<file path="src/rtl/tdm_pkg.sv">
// Shared types and constants for the TDM slot framer.
package tdm_pkg;

  typedef enum logic [2:0] {
    S_IDLE,
    S_PREAMBLE,
    S_HEADER,
    S_PAYLOAD,
    S_GUARD
  } state_t;

  localparam logic [7:0] PREAMBLE_DEF  = 8'hA5;
  localparam logic [7:0] IDLE_WORD_DEF = 8'h00;

  // Header word layout: channel id in the upper nibble, burst length in the lower.
  localparam int CH_LSB      = 4;
  localparam int LEN_LSB     = 0;
  localparam int HDR_FIELD_W = 4;

  // Value the free-running frame counter must present after prev.
  function automatic logic [31:0] next_count(input logic [31:0] prev,
                                             input logic [31:0] final_count);
    return (prev == final_count) ? 32'd0 : prev + 32'd1;
  endfunction

  // Index width that never collapses to zero bits.
  function automatic int clog2_min1(input int n);
    return (n <= 2) ? 1 : $clog2(n);
  endfunction

endpackage

</file>
<file path="src/rtl/tdm_slot_decode.sv">
// Splits a frame count into slot index, offset within the slot, and guard flag.
module tdm_slot_decode #(
  parameter int NUM_CH   = 4,
  parameter int SLOT_LEN = 64,
  parameter int COUNT_W  = 9,
  parameter int SLOT_W   = 2,
  parameter int OFF_W    = 6
) (
  input  logic [COUNT_W-1:0] count,
  output logic [SLOT_W-1:0]  slot,
  output logic [OFF_W-1:0]   off,
  output logic               in_guard
);

  // Constant divisor/modulus; slot is only meaningful while in_guard is low.
  always_comb begin
    slot     = SLOT_W'(32'(count) / 32'(SLOT_LEN));
    off      = OFF_W'(32'(count) % 32'(SLOT_LEN));
    in_guard = (32'(count) >= 32'(NUM_CH * SLOT_LEN));
  end

endmodule

</file>
<file path="src/rtl/tdm_slot_framer.sv">
// TDM slot framer: one preamble/header/payload burst per channel slot per frame,
// driven by the upstream free-running frame counter.
//
// state      | meaning
// -----------+-----------------------------------------------------------
// S_IDLE     | no burst in this slot (unsynced, channel unavailable, abort)
// S_PREAMBLE | emitting the preamble word (slot offset 0)
// S_HEADER   | emitting the header word (slot offset 1)
// S_PAYLOAD  | popping and emitting payload beats from the slot owner
// S_GUARD    | burst finished, filler until the next slot boundary
//
// The state register holds the phase of the word emitted for the previously
// sampled count; state_next is the phase for the count currently on the input,
// and all word outputs are registered from state_next.
module tdm_slot_framer
  import tdm_pkg::*;
#(
  parameter int         FINAL_COUNT = 256,
  parameter int         NUM_CH      = 4,
  parameter int         SLOT_LEN    = 64,
  parameter int         BURST_LEN   = 32,
  parameter int         DATA_W      = 8,
  parameter logic [7:0] PREAMBLE    = PREAMBLE_DEF,
  parameter logic [7:0] IDLE_WORD   = IDLE_WORD_DEF,
  localparam int        COUNT_W     = $clog2(FINAL_COUNT) + 1,
  localparam int        CH_W        = clog2_min1(NUM_CH),
  localparam int        OFF_W       = clog2_min1(SLOT_LEN),
  localparam int        BEAT_W      = clog2_min1(BURST_LEN)
) (
  input  logic                     clk,
  input  logic                     rst,
  input  logic [COUNT_W-1:0]       count,
  input  logic [NUM_CH-1:0]        ch_avail,
  input  logic [NUM_CH-1:0]        ch_valid,
  input  logic [NUM_CH*DATA_W-1:0] ch_data,
  output logic [NUM_CH-1:0]        ch_ready,
  output logic                     m_valid,
  output logic [DATA_W-1:0]        m_data,
  output logic                     m_sof,
  output logic                     m_sob,
  output logic [CH_W-1:0]          m_ch,
  output logic [NUM_CH-1:0]        underrun,
  output logic                     sync_err
);

  if (NUM_CH * SLOT_LEN > FINAL_COUNT + 1) begin : g_err_slots
    $error("tdm_slot_framer: NUM_CH*SLOT_LEN exceeds the frame period");
  end
  if (BURST_LEN + 2 > SLOT_LEN) begin : g_err_burst
    $error("tdm_slot_framer: burst plus preamble and header does not fit a slot");
  end
  if (DATA_W < 8) begin : g_err_width
    $error("tdm_slot_framer: DATA_W must be at least 8");
  end

  localparam logic [DATA_W-1:0] PREAMBLE_W  = DATA_W'(PREAMBLE);
  localparam logic [DATA_W-1:0] IDLE_W      = DATA_W'(IDLE_WORD);
  localparam logic [BEAT_W-1:0] BEAT_RELOAD = BEAT_W'(BURST_LEN - 1);

  logic [CH_W-1:0]    slot;
  logic [OFF_W-1:0]   off;
  logic               in_guard;

  state_t             state, state_next;
  logic [BEAT_W-1:0]  beat_cnt, beat_next;
  logic               synced, synced_next;
  logic [COUNT_W-1:0] prev_count;
  logic               prev_valid;
  logic               mismatch;
  logic               count_zero;
  logic               at_boundary;
  logic               start_burst;
  logic               in_burst;
  logic [DATA_W-1:0]  slot_data;
  logic [DATA_W-1:0]  header_word;
  logic [DATA_W-1:0]  word_next;
  logic [NUM_CH-1:0]  slot_onehot;

  tdm_slot_decode #(
    .NUM_CH   (NUM_CH),
    .SLOT_LEN (SLOT_LEN),
    .COUNT_W  (COUNT_W),
    .SLOT_W   (CH_W),
    .OFF_W    (OFF_W)
  ) u_decode (
    .count    (count),
    .slot     (slot),
    .off      (off),
    .in_guard (in_guard)
  );

  // Count continuity check and frame sync tracking; a count of 0 syncs in the same cycle
  // so slot 0 of the first frame can burst.
  always_comb begin
    count_zero  = (count == '0);
    mismatch    = prev_valid &&
                  (count != COUNT_W'(next_count(32'(prev_count), 32'(FINAL_COUNT))));
    synced_next = !mismatch && (synced || count_zero);
    at_boundary = (off == '0);
    start_burst = at_boundary && !in_guard && synced_next && ch_avail[slot];
  end

  // Next-state: a discontinuity aborts, a slot boundary re-evaluates, otherwise walk the burst.
  always_comb begin
    state_next = state;
    beat_next  = beat_cnt;
    if (mismatch) begin
      state_next = S_IDLE;
    end else if (at_boundary) begin
      state_next = start_burst ? S_PREAMBLE : S_IDLE;
    end else begin
      case (state)
        S_PREAMBLE: state_next = S_HEADER;
        S_HEADER: begin
          state_next = S_PAYLOAD;
          beat_next  = BEAT_RELOAD;
        end
        S_PAYLOAD: begin
          if (beat_cnt == '0) state_next = S_GUARD;
          else                beat_next  = beat_cnt - 1'b1;
        end
        S_IDLE:  state_next = S_IDLE;
        S_GUARD: state_next = S_GUARD;
        default: state_next = S_IDLE;
      endcase
    end
  end

  // Word selection for the count being sampled; ch_ready pops in step with the capture.
  always_comb begin
    slot_data   = ch_data[slot*DATA_W +: DATA_W];
    header_word = '0;
    header_word[CH_LSB +: HDR_FIELD_W]  = HDR_FIELD_W'(slot);
    header_word[LEN_LSB +: HDR_FIELD_W] = HDR_FIELD_W'(BURST_LEN);
    slot_onehot = NUM_CH'(1) << slot;
    in_burst    = (state_next == S_PREAMBLE) || (state_next == S_HEADER) ||
                  (state_next == S_PAYLOAD);
    word_next   = IDLE_W;
    case (state_next)
      S_PREAMBLE: word_next = PREAMBLE_W;
      S_HEADER:   word_next = header_word;
      S_PAYLOAD:  word_next = ch_valid[slot] ? slot_data : IDLE_W;
      default:    word_next = IDLE_W;
    endcase
    ch_ready = (!rst && (state_next == S_PAYLOAD)) ? slot_onehot : '0;
  end

  // State, sync history, registered outputs and sticky flags.
  always_ff @(posedge clk) begin
    if (rst) begin
      state      <= S_IDLE;
      beat_cnt   <= '0;
      synced     <= 1'b0;
      prev_count <= '0;
      prev_valid <= 1'b0;
      m_valid    <= 1'b0;
      m_data     <= IDLE_W;
      m_sof      <= 1'b0;
      m_sob      <= 1'b0;
      m_ch       <= '0;
      underrun   <= '0;
      sync_err   <= 1'b0;
    end else begin
      state      <= state_next;
      beat_cnt   <= beat_next;
      synced     <= synced_next;
      prev_count <= count;
      prev_valid <= 1'b1;
      m_valid    <= in_burst;
      m_data     <= word_next;
      m_sof      <= count_zero;
      m_sob      <= (state_next == S_PREAMBLE);
      m_ch       <= in_burst ? slot : '0;
      underrun   <= underrun | (ch_ready & ~ch_valid);
      sync_err   <= sync_err | mismatch;
    end
  end

  // A burst can never still be mid-flight when the next slot boundary arrives.
  a_boundary_clear: assert property (@(posedge clk) disable iff (rst)
    !(at_boundary && !mismatch &&
      ((state == S_PREAMBLE) || (state == S_HEADER) ||
       ((state == S_PAYLOAD) && (beat_cnt != '0)))));

endmodule

</file>
<file path="config.mk">
export PLATFORM = sky130hd
export DESIGN_NAME = tdm_slot_framer
export DESIGN_NICKNAME = d
export VERILOG_FILES = /design/src/rtl/tdm_pkg.sv /design/src/rtl/tdm_slot_decode.sv /design/src/rtl/tdm_slot_framer.sv
export SDC_FILE = /design/constraint.sdc
export NUM_CORES = 1
export LEC_CHECK = 0
export BUFFER_PORTS_ARGS = -buffer_cell sky130_fd_sc_hd__buf_2
export CORE_MARGIN = 2
export CORE_UTILIZATION = 45
export CTS_BUF_LIST = sky130_fd_sc_hd__clkbuf_4
export DETAILED_ROUTE_END_ITERATION = 6
export PLACE_DENSITY_LB_ADDON = 0.3
export REMOVE_ABC_BUFFERS = 1
export SLEW_MARGIN = 40
export SYNTH_ARGS = -nofsm -noshare
export SYNTH_HDL_FRONTEND = slang
export SYNTH_SLANG_ARGS = --single-unit
</file>
<file path="constraint.sdc">
create_clock -name clk -period 3.2 [get_ports clk]
set_clock_uncertainty 0.1 [all_clocks]
set_input_delay 0.48 -clock clk [delete_from_list [all_inputs] [get_ports clk]]
set_output_delay 0.48 -clock clk [all_outputs]
set_load 0.02 [all_outputs]
</file>
---- After elaboration in Yosys (flattened, before gate mapping) ----
Index checks and enable logic that the tools add are counted.
storage, ports and cells
  register bits after elaboration ......... 37
operators by class
  $add $sub $neg .......................... 2
  magnitude comparators ................... 2
  eq/ne operators ......................... 10
  shift operators ......................... 2
  muxes and demuxes ....................... 16
  bitwise operators ....................... 7
  reduce and logical (&&, ||, !) cells .... 18
operator list
  kind                                                                   number
  32-bit by 6-bit variable part select with 8-bit output                 1
  8-bit case mux with 3 select lines                                     1
  3-bit by 2-bit equality test with 1-bit output, second input constant  4
  3-bit case mux with 4 select lines                                     1
  5-bit case mux with 2 select lines                                     1
  9-bit by 1-bit adder with 9-bit output, second input constant          1
  9-bit equality test, second input constant                             1
  9-bit >= comparator, second input constant                             1
  9-bit zero test                                                        1
  3-bit 2-to-1 mux                                                       3
  9-bit 2-to-1 mux                                                       1
  9-bit != test                                                          1
  8-bit 2-to-1 mux                                                       1
  3-bit by 1-bit equality test with 1-bit output, second input constant  2
  1-bit logical AND                                                      6
  6-bit zero test                                                        1
  5-bit zero test                                                        1
  5-bit 2-to-1 mux                                                       1
  5-bit by 1-bit subtractor with 5-bit output, second input constant     1
  4-bit AND                                                              1
  1-bit binary-select mux with 2-bit select                              2
  1-bit 2-to-1 mux                                                       4
  4-bit 2-to-1 mux                                                       1
  4-bit inverter                                                         1
  12 further kinds                                                       18

---- Logic depth before layout (Yosys ltp) ----
  word-level depth ........................ 16
  mapped depth ............................ 10
  gate-level depth less buffers ........... 9

---- Cells and area by module ----
From an unflattened synthesis, not the netlist that was laid out.
second synthesis, totals
  cells, all modules ...................... 220
  area, all modules ....................... 2,114.5 um^2
by module, submodules not included
  module           instances  cells each  area an instance (um^2)  sequential area each (um^2)
  tdm_slot_framer  1          211         2,050.7                  740.7
  tdm_slot_decode  1          9           63.8                     0.0

---- Worst setup path before layout ----
OpenSTA, ideal clock, no wires.
  path kind ............................... register -> output
  from .................................... register prev_count[0]
  to ...................................... output ch_ready[0]
  data arrival time ....................... 2.977 ns
  required time ........................... 2.620 ns
  path slack .............................. -0.357 ns
  cell stages (with the launch flop) ...... 10
  path buffers ............................ 0
  cells stage by stage .................... dfxtp_1 inv_1 ha_1 or4bb_1 o21ai_1 xor2_1 nand4_1 o41ai_4 nand2_4 nor4_1
between the ends
  word-level cells in the longest chain between the ends .. 14
  elaborated cells between the ends (all ways) .. 15
RTL lines
  item                                                                                  RTL line                text
  from (decl)                                                                           tdm_slot_framer.sv:67   logic [COUNT_W-1:0] prev_count;
  from (signal assigned)                                                                tdm_slot_framer.sv:167  prev_count <= count;
  9-bit by 1-bit adder with 9-bit output / 9-bit equality test (equally long branches)  tdm_pkg.sv:23           return (prev == final_count) ? 32'd0 : prev + 32'd1;
  9-bit 2-to-1 mux (*)                                                                  tdm_pkg.sv:23
  9-bit != test (*)                                                                     tdm_slot_framer.sv:97   (count != COUNT_W'(next_count(32'(prev_count), 32'(FINAL_COUNT))));
  1-bit logical AND (*)                                                                 tdm_slot_framer.sv:96   mismatch = prev_valid &&
  1-bit zero test                                                                       tdm_slot_framer.sv:98   synced_next = !mismatch && (synced || count_zero);
  1-bit logical AND                                                                     tdm_slot_framer.sv:98
  1-bit logical AND (2 in series)                                                       tdm_slot_framer.sv:100  start_burst = at_boundary && !in_guard && synced_next && ch_avail[slot];
  1-bit 2-to-1 mux                                                                      tdm_slot_framer.sv:110  state_next = start_burst ? S_PREAMBLE : S_IDLE;
  3-bit 2-to-1 mux                                                                      tdm_slot_framer.sv:109  end else if (at_boundary) begin
  3-bit 2-to-1 mux (*)                                                                  tdm_slot_framer.sv:107  if (mismatch) begin
  3-bit by 2-bit equality test with 1-bit output (*)                                    tdm_slot_framer.sv:145  ch_ready = (!rst && (state_next == S_PAYLOAD)) ? slot_onehot : '0;
  1-bit logical AND (*)                                                                 tdm_slot_framer.sv:145
  4-bit 2-to-1 mux (*)                                                                  tdm_slot_framer.sv:145
  to (decl)                                                                             tdm_slot_framer.sv:36   output logic [NUM_CH-1:0] ch_ready,
Mark *: on every way between the ends. The rest lies on a longest branch, timed or not.

---- Final worst setup path ----
  from .................................... register prev_count[0]
  to ...................................... output ch_ready[2]
Same word-level chain as after synthesis.

==> results.sh <==
export IMPL_synth_seq_cells=37
export IMPL_start_kind="register"
export IMPL_rsz0062_at_grt="true"
export IMPL_synth_main_ff_cell="dfxtp_1"
export IMPL_num_vias=1816
export IMPL_synth_top_cells_by_count="dfxtp_1, nor2_1, inv_1"
export IMPL_violations="setup timing"
export IMPL_yosysMostFrequentCell="dfxtp_1"
export IMPL_drc=0
export IMPL_fmax_mhz=285.8
export IMPL_rows=24
export IMPL_coreArea_mm2=0.004294
export IMPL_cts_tree="done"
export IMPL_start_util_pct=46.10
export IMPL_yosysWarnings=0
export IMPL_dr_pass1_iters=4
export IMPL_drv_slew=0
export IMPL_critPathTopFamily="simple AND/OR/NAND/NOR gates"
export IMPL_areaGrowthSynthToFinish_pct=33.75
export IMPL_top_layer="met4"
export IMPL_critPathMaxFanout=4
export IMPL_cts_buffers=5
export IMPL_multiInputGateArea_mm2=0.001225
export IMPL_tns_ns=-1.165
export IMPL_grt_ovfl_total=0
export IMPL_first_global_vias=1764
export IMPL_post_drt_wl_per_cell_um=14.89
export IMPL_die_x_um=70.32
export IMPL_finalWorstSetupSlack_ns=-0.2994
export IMPL_synth_area_mm2=0.001979
export IMPL_crit_slowest_cell="or4bb_4"
export IMPL_antenna_found_initial=0
export IMPL_layout_min_cycle_time_ns=3.499
export IMPL_hold_class="input port to register"
export IMPL_drive_above_1_share_pct=45.83
export IMPL_drt_met1_wl_um=2181
export IMPL_drv_cap=0
export IMPL_cts_sinks=37
export IMPL_cp_common_cell="buf_4"
export IMPL_relSlewSlack_pct=63.26
export IMPL_required_ns=2.62
export IMPL_grt_max_degree=20
export IMPL_dr_wl_met2_um=2575
export IMPL_io_pins=73
export IMPL_synth_cell_types=47
export IMPL_place_ws_ns=0.009563
export IMPL_synthArstFlopShare_pct=0
export IMPL_track_usage_pct=20.81
export IMPL_yosys_top_cells_area="dfxtp_1, mux4_2, nor2_1"
export IMPL_avgSynthCellArea_um2=9.751
export IMPL_ant_nets=0
export IMPL_synth_top_area_share_pct=37.42
export IMPL_postCtsHoldBufs=0
export IMPL_dp_hpwl_um=3670
export IMPL_setup_viol=4
export IMPL_grt_pass1_wl_um=8197
export IMPL_routed_wl_um=5064
export IMPL_die_h_um=70.32
export IMPL_finalHoldViolCount=0
export IMPL_power_per_cell_area_mw_per_mm2=324.7
export IMPL_htree_levels=2
export IMPL_dr_wl_met3_um=223
export IMPL_setup_worst_path_end_class="output port"
export IMPL_dieArea_mm2=0.004945
export IMPL_nNetsFinal=343
export IMPL_status="complete, but fails checks"
export IMPL_crit_chain="inv_2, ha_4, or4bb_4, buf_6, o21ai_4, xor2_1, nand4_1, o41ai_4, nand2_4, buf_4, nor3_2, buf_4"
export IMPL_synth_edff_count=0
export IMPL_peakVddDrop_uv=208.5
export IMPL_path_clk_slew_ns=0.11
export IMPL_critPathBufInv=4
export IMPL_cts_root_buf="clkbuf_4"
export IMPL_yosysSeqAreaShare_pct=37.42
export IMPL_power_leakage_nw=1.170
export IMPL_crit_type="register to output port"
export IMPL_max_stage_delay_ns=0.46
export IMPL_min_period_over_period_pct=109.4
export IMPL_final_seq_area_um2=745.7
export IMPL_place_port_buffers=72
export IMPL_yosysTopAreaCell="dfxtp_1"
export IMPL_clkLatencyLatePin_ns=0.35
export IMPL_syn_inst=203
export IMPL_tightestPinTransition_ns=0.5469
export IMPL_drt_iter0_drc=75
export IMPL_diodes=0
export IMPL_vias_per_cell=5.341
export IMPL_cts_buffer_depth=2
export IMPL_critPathArrivalTime_ns=2.92
export IMPL_gp_congestion=0.8522
export IMPL_nFillCells=373
## cell usage in the layout (no fill, tap or decap), drive strengths merged
| cell type | n |
|---|---|
| o21a | 1 |
| or4bb | 1 |
| mux4 | 10 |
| nand2b | 2 |
| clkinv | 2 |
| o2bb2ai | 1 |
| and2 | 2 |
| a31oi | 6 |
| nand3 | 5 |
| buf | 88 |
| nor3 | 6 |
| nor4b | 2 |
| nand2 | 16 |
| or4 | 2 |
| clkbuf | 5 |
| o32ai | 2 |
| o31ai | 1 |
| xnor2 | 7 |
| nand3b | 1 |
| a311oi | 1 |
| and3 | 5 |
| a311o | 2 |
| xor2 | 6 |
| dfxtp | 37 |
| and4 | 1 |
| nand4 | 5 |
| o41ai | 3 |
| a21oi | 4 |
| inv | 15 |
| nor3b | 3 |
| nor2b | 10 |
| a221oi | 1 |
| ha | 3 |
| nor4 | 2 |
| o21ai | 9 |
| o211ai | 1 |
| nor2 | 20 |
## logic make-up (layout without fill, tap and decap cells)
kind of cell | after synthesis | in the layout | share of synthesized area, %
and+or+nand+nor | 83 | 83 | 23.70
DFF | 37 | 37 | 37.42
AOI/OAI and AO/OA | 32 | 32 | 14.67
buffers and inverters | 25 | 110 | 5.182
xor gates and xnor gates | 13 | 13 | 5.752
muxes | 10 | 10 | 11.38
adders and majority gates | 3 | 3 | 1.897
## area by class of cell
class                   count  area share (%)
clock buffers               5           1.418
clock inverters             1          0.1890
inverters                  16           2.268
multi-input cells         141           46.27
flip-flops and latches     37           28.17
well taps                  52           2.457
repair buffers             88           19.23
## per-layer routing
metal / vias up / GRT usage (%)
li1: 897 / -
met1: 866 / 26.80
met3: 8 / 5.628
met5: - / 0
met2: 45 / 33.75
met4: 0 / 6.838
## worst reg2reg max path: cells and delay by family, from the launching register on
| kind | cells | cell delay [ns] |
|---|---|---|
| flip-flops | 1 | 0.34 |
| XOR/XNOR | 1 | 0.15 |
| AO/OA/AOI/OAI | 3 | 0.88 |
| AND/OR/NAND/NOR | 3 | 0.74 |
| buffers and inverters | 5 | 0.59 |
| adder cells (fa/ha/maj) | 1 | 0.13 |
## stage by stage
step / util [%] / instances / cell area (um^2) / power (mW) / hold WS, ns
global route: 61.66 / 340 / 2648 / 0.8929 / 0.2419
CTS: 60.90 / 340 / 2615 / 0.8566 / 0.2339
global placement: 56.41 / 326 / 2422 / 0.6247 / 0.3365
floorplan: - / 194 / 1937 / 0.5623 / 0.3316
detailed placement: 56.41 / 326 / 2422 / 0.6275 / 0.3390
finish: 61.66 / 340 / 2648 / 0.8596 / 0.2283
## where the power goes
group / switching (mW) / leakage [nW] / internal, mW
Combinational: 0.0776 / 0.842 / 0.0800
Sequential: 0.00716 / 0.302 / 0.468
Clock: 0.151 / 0.0269 / 0.0762
Total: 0.236 / 1.17 / 0.624
## what timing repair did
item / CTS / global route
setup buffers: 8 / 2
endpoints found under the setup margin: 4 / 5
pin swaps: 7 / 4
resized for setup: 22 / 7
## worst paths after layout
check / to / from / slack [ns] / cells after the start
worst max-delay path: ch_ready[2] / prev_count[0] / -0.30 / 12
worst min-delay path: underrun[1] / ch_valid[1] / 0.23 / 2
worst max register to register: underrun[1] / prev_count[0] / 0.19 / 13
worst min register to register: sync_err / sync_err / 0.35 / 2
## flip-flops by register name, indices dropped and copies added, names as in the netlist, 2 cells and up
name / count
state: 3
m_ch: 2
underrun: 4
beat_cnt: 5
m_data: 8
prev_count: 9
Note: power is estimated with default switching activity, not from simulation.
